### src/rtl/pipeline_hazard_sequencer.sv
// -----------------------------------------------------------------------------
// pipeline_hazard_sequencer
//
// Central stall and sequencing controller for the 5-stage pipeline. Produces
// the bubble request (st) for the main control decoder and the write enables
// for PC and the four pipeline registers. It handles three situations:
//   - a post-reset hold of RESET_HOLD cycles,
//   - load-use hazards detected in ID (one bubble is inserted),
//   - a full freeze while the data memory handshake is pending.
// A memory access that never completes moves the sequencer into a terminal
// error state. Only reset leaves that state.
//
// Ports:
//   clk         system clock, rising edge
//   rst_n       synchronous active-low reset
//   id_opcode   opcode of the instruction in ID
//   id_rs       first source register of the ID instruction
//   id_rt       second source register of the ID instruction
//   ex_memread  MemRead held in ID/EX
//   ex_rd       destination register held in ID/EX
//   mem_req     EX/MEM holds a load or store
//   dmem_ack    data memory completes the access this cycle
//   st          bubble request to the control decoder
//   pc_we       PC write enable
//   ifid_we     IF/ID write enable
//   idex_we     ID/EX write enable
//   exmem_we    EX/MEM write enable
//   memwb_we    MEM/WB write enable
//   mem_err     sticky data-memory timeout flag
//   stall_cnt   saturating count of stalled cycles in RUN/MEM_WAIT
// -----------------------------------------------------------------------------
module pipeline_hazard_sequencer #(
   parameter int REG_AW      = 4,
   parameter int RESET_HOLD  = 2,
   parameter int MEM_TIMEOUT = 64,
   parameter int CNT_W       = 16
) (
   input  logic              clk,
   input  logic              rst_n,
   input  logic [3:0]        id_opcode,
   input  logic [REG_AW-1:0] id_rs,
   input  logic [REG_AW-1:0] id_rt,
   input  logic              ex_memread,
   input  logic [REG_AW-1:0] ex_rd,
   input  logic              mem_req,
   input  logic              dmem_ack,
   output logic              st,
   output logic              pc_we,
   output logic              ifid_we,
   output logic              idex_we,
   output logic              exmem_we,
   output logic              memwb_we,
   output logic              mem_err,
   output logic [CNT_W-1:0]  stall_cnt
);

   typedef enum logic [1:0] {
      S_HOLD     = 2'd0,
      S_RUN      = 2'd1,
      S_MEM_WAIT = 2'd2,
      S_ERR      = 2'd3
   } state_e;

   // Terminal values of the hold and wait counters. Each transition happens
   // on the edge where its counter reaches the terminal value.
   localparam logic [3:0]  HOLD_LAST = 4'(RESET_HOLD - 1);
   localparam logic [15:0] WAIT_LAST = 16'(MEM_TIMEOUT - 1);
   localparam logic [CNT_W-1:0] CNT_MAX = '1;

   state_e           state_q, state_d;
   logic [3:0]       hold_cnt_q, hold_cnt_d;
   logic [15:0]      wait_cnt_q, wait_cnt_d;
   logic             mem_err_q, mem_err_d;
   logic [CNT_W-1:0] stall_cnt_q, stall_cnt_d;

   logic uses_rt;
   logic lu;
   logic mw;

   // Only the R-type ALU ops read rt as a source. nandi, lw and any
   // undefined opcode use rt as a destination or not at all.
   always_comb begin
      case (id_opcode)
         4'b0000, 4'b0011, 4'b1111: uses_rt = 1'b1;
         default:                   uses_rt = 1'b0;
      endcase
   end

   // Register 0 gets no exemption. When rs and rt name the same register,
   // both terms match but the result is still a single stall request.
   assign lu = ex_memread & ((id_rs == ex_rd) | (uses_rt & (id_rt == ex_rd)));
   assign mw = mem_req & ~dmem_ack;

   // NOTE: every signal written in this block gets a default first, so no
   // path leaves a value unassigned and no latch is inferred.
   always_comb begin
      state_d     = state_q;
      hold_cnt_d  = hold_cnt_q;
      wait_cnt_d  = wait_cnt_q;
      st          = 1'b0;
      pc_we       = 1'b0;
      ifid_we     = 1'b0;
      idex_we     = 1'b0;
      exmem_we    = 1'b0;
      memwb_we    = 1'b0;

      case (state_q)
         S_HOLD: begin
            st         = 1'b1;
            hold_cnt_d = hold_cnt_q + 4'd1;
            if (hold_cnt_q == HOLD_LAST) begin
               state_d = S_RUN;
            end
         end

         S_RUN: begin
            if (mw) begin
               // A pending memory access freezes everything. No bubble is
               // needed because nothing advances.
               state_d    = S_MEM_WAIT;
               wait_cnt_d = 16'd1;
            end else if (lu) begin
               // Hold PC and IF/ID and push a bubble into ID/EX. The
               // downstream stages keep draining.
               st       = 1'b1;
               idex_we  = 1'b1;
               exmem_we = 1'b1;
               memwb_we = 1'b1;
            end else begin
               pc_we    = 1'b1;
               ifid_we  = 1'b1;
               idex_we  = 1'b1;
               exmem_we = 1'b1;
               memwb_we = 1'b1;
            end
         end

         S_MEM_WAIT: begin
            if (dmem_ack) begin
               // The pipeline was frozen, so a load-use hazard that was
               // present may still be present. Resolve it on the release
               // cycle.
               st         = lu;
               pc_we      = ~lu;
               ifid_we    = ~lu;
               idex_we    = 1'b1;
               exmem_we   = 1'b1;
               memwb_we   = 1'b1;
               state_d    = S_RUN;
               wait_cnt_d = 16'd0;
            end else if (wait_cnt_q == WAIT_LAST) begin
               state_d = S_ERR;
            end else begin
               wait_cnt_d = wait_cnt_q + 16'd1;
            end
         end

         S_ERR: begin
            st = 1'b1;
         end

         default: begin
            state_d = S_HOLD;
         end
      endcase

      mem_err_d = mem_err_q | (state_d == S_ERR);

      stall_cnt_d = stall_cnt_q;
      if (((state_q == S_RUN) || (state_q == S_MEM_WAIT)) && !pc_we &&
          (stall_cnt_q != CNT_MAX)) begin
         stall_cnt_d = stall_cnt_q + CNT_W'(1);
      end
   end

   // NOTE: sequential state is updated with non-blocking assignments so that
   // every register samples the pre-edge values of the others.
   always_ff @(posedge clk) begin
      if (!rst_n) begin
         state_q     <= S_HOLD;
         hold_cnt_q  <= 4'd0;
         wait_cnt_q  <= 16'd0;
         mem_err_q   <= 1'b0;
         stall_cnt_q <= '0;
      end else begin
         state_q     <= state_d;
         hold_cnt_q  <= hold_cnt_d;
         wait_cnt_q  <= wait_cnt_d;
         mem_err_q   <= mem_err_d;
         stall_cnt_q <= stall_cnt_d;
      end
   end

   assign mem_err   = mem_err_q;
   assign stall_cnt = stall_cnt_q;

endmodule
### config.mk
export PLATFORM = sky130hd
export DESIGN_NAME = pipeline_hazard_sequencer
export DESIGN_NICKNAME = d
export VERILOG_FILES = /design/src/rtl/pipeline_hazard_sequencer.sv
export SDC_FILE = /design/constraint.sdc
export NUM_CORES = 1
export LEC_CHECK = 0
export CORE_UTILIZATION = 35
export DETAILED_ROUTE_END_ITERATION = 10
export HOLD_SLACK_MARGIN = 0.02
export PLACE_DENSITY_LB_ADDON = 0.05
export SLEW_MARGIN = 10
export SYNTH_ARGS = -nofsm -noshare
export SYNTH_HDL_FRONTEND = slang
export SYNTH_SLANG_ARGS = --single-unit
### constraint.sdc
create_clock -name clk -period 5.3 [get_ports clk]
set_input_delay 0.53 -clock clk [delete_from_list [all_inputs] [get_ports clk]]
set_output_delay 0.53 -clock clk [all_outputs]
set_load 0.01 [all_outputs]
==> results_dict.tcl <==
set metrics [dict create \
    status "finished clean" \
    grt_max_degree 22 \
    yosysWarnings 0 \
    cts_sinks 39 \
    drv_cap 0 \
    syn_nets 283 \
    grt_overflow 0 \
    hp-class "flip-flop to flip-flop" \
    worst_slew_pin_slew_ns 0.682 \
    grt_pass1_vias 1751 \
    cts_resized 0 \
    reg2regPathDepth 8 \
    power_density_nw_per_um2 274 \
    cts_tree "done" \
    drt_wl_total_um 4930 \
    dieHeight_um 80.8 \
    cp_max_fo 7 \
    cp-end-kind "output pin" \
    p_leak_uw 0.000933 \
    peakVddDrop_mv 0.143 \
    min_path_cells 1 \
    synth_edf_count 0 \
    cp_data_arrival_time_ns 2.38 \
    max_clock_freq_mhz 344 \
    drive_gt1_share_pct 5.07 \
    clockBufferDepth 2 \
    rsz0062_at_grt "no" \
    io_buffers 43 \
    drt_iter0_drc 49 \
    final_common_cell "clkdlybuf4s50_1" \
    fp.dieW_um 80.8 \
    slew_viol_final 0 \
    fin_area_um2 2730 \
    core_um2 5960 \
    fp.dieArea_um2 6530 \
    dr.pass1.iters 5 \
    ios 44 \
    syn_to_final_growth_pct 25.6 \
    synth_cell_types 48 \
    start_util_pct 36.5 \
    drc 0 \
    wire_per_inst_um 13.3 \
    layout_common_cells "clkdlybuf4s50_1 (43), dfxtp_1 (39), nor2_1 (27)" \
    ant_nets 0 \
    clk_pin_slew_ns 0.07 \
    finalSetupViolCount 0 \
    num_vias 1905 \
    r2r-end "stall_cnt[13]" \
    worstSkewPairLatency_ns 0.29 \
    rows 28 \
    clock_skew_ns 0.00467 \
    post_dp_cell_area_um2 2650 \
    rrSetupSlack_ns 2.86 \
    hold_viol_final 0 \
    fin_tns_setup_ns 0 \
    ctsHoldBuffers 0 \
    hold_start "mem_err" \
    numCtsBuffers 5 \
    synth.avg_cell_area_um2 8.56 \
    min_period_ns 2.91 \
    path_class "input port to output pin" \
    ys_seq_area_share_pct 35.9 \
    hold_path_end "mem_err" \
    timing.final.crit_share_pct 54.9 \
    routabilityCongestion 0.764 \
    antenna_found_initial 0 \
    grt_pass1_wl_um 8160 \
    crit_path_start_kind "input port" \
    slew_headroom_pct 54.5 \
    cts_root_buffer "clkbuf_8" \
    grtUsageTotal_pct 16.2 \
    synthCells 254 \
    synth_seq_cells 39 \
    cp.required_ns 4.77 \
    viasPerCell 5.13 \
    antenna_cells 0 \
    nets 324 \
    h-tree-depth 2 \
    synth_top_flop_cell "dfxtp_1" \
    syn_area_um2 2170 \
    post-dp-hpwl_um 3550 \
    r2r-start "state_q[0]" \
    async_reset_ff_share_pct 0 \
    postCtsSetupRepairBufs 0 \
]
[cell families after synthesis]
group | share of synthesized area, %
fa+ha+maj | 4.61
compound gates | 15.9
simple gates | 27.8
flops | 35.9
xor+xnor | 10.9
mux | 0.921
buf+inv | 3.97
[sequential cells by signal, summed over array words and instances, names as in the netlist]
signal and cells:
hold_cnt_q 4, mem_err 1, stall_cnt 16, state_q 2, wait_cnt_q 16
[layout make-up]
class	instances	area, um^2
Timing Repair Buffer	43	430
Clock inverter	1	5.00
Sequential cell	39	781
Inverter	10	37.5
Clock buffer	7	76.3
Multi-Input combinational cell	196	1310
Fill cell	621	3230
Tap cell	75	93.8
[worst max-delay path, stage by stage]
cell             delay (ns)
clkdlybuf4s50_1        0.62
o21ai_2                0.12
and2_1                 0.19
nor2_1                 0.20
and2_1                 0.18
clkdlybuf4s50_1        0.53
[power breakdown]
group | total, uW | internal (uW) | switching [uW]
sequential | 330 | 310 | 20.2
combinational | 221 | 99.2 | 122
clock | 196 | 92.5 | 104
total | 748 | 502 | 246
[synth_stat cells (all sizes together) (2+ instances only)]
| cell | n | area share [%] |
|---|---|---|
| inv | 10 | 1.7 |
| nand3 | 13 | 3.0 |
| nand4 | 8 | 2.6 |
| nand3b | 2 | 0.69 |
| mux2i | 2 | 0.92 |
| o21ai | 11 | 2.7 |
| nor2 | 27 | 4.7 |
| and3 | 3 | 0.86 |
| clkbuf | 4 | 0.69 |
| buf | 5 | 1.6 |
| o211a | 2 | 0.92 |
| nor3 | 3 | 0.69 |
| and2 | 5 | 1.4 |
| dfxtp | 39 | 36 |
| xor2 | 14 | 5.6 |
| nand2b | 4 | 1.2 |
| a211oi | 2 | 1.3 |
| xnor2 | 13 | 5.2 |
| o31ai | 7 | 2.4 |
| or4b | 2 | 0.92 |
| ha | 8 | 4.6 |
| nand2 | 19 | 3.6 |
| and4 | 3 | 1.2 |
| or3 | 5 | 1.4 |
| nor4 | 5 | 1.7 |
| o211ai | 2 | 1.3 |
| a2111oi | 2 | 0.81 |
| a21oi | 17 | 4.1 |
| or4 | 7 | 2.4 |
[through the flow]
step | hold WS (ns) | total power [uW] | setup WS, ns | utilization, % | instances
6_report | 0.483 | 748 | 2.39 | 45.8 | 371
3_3_place_gp | 0.469 | 557 | 2.40 | 44.5 | 363
2_1_floorplan | 0.458 | 487 | 3.22 | - | 254
5_1_grt | 0.516 | 795 | 2.27 | 45.8 | 371
3_5_place_dp | 0.471 | 557 | 2.42 | 44.5 | 363
4_1_cts | 0.489 | 757 | 2.40 | 45.8 | 371
[how the worst max path moves through the flow]
stage	startpoint	end	slack [ns]	cells after the start
final	dmem_ack	ifid_we	2.39	6
after global routing	ex_rd[1]	st	2.27	7
after CTS	dmem_ack	ifid_we	2.40	6
after detailed placement	ex_rd[3]	st	2.42	7
after global placement	dmem_ack	ifid_we	2.40	6
after floorplan	state_q[1]	pc_we	3.22	7
[routing by layer]
metal	up-vias	routed length (um)	GRT usage (%)
met3	8	155	3.37
li1	992	-	-
met4	0	82	6.43
met1	877	2530	21.5
met5	-	0	0
met2	28	2160	25.4
Power figures use the tool's default switching activity.
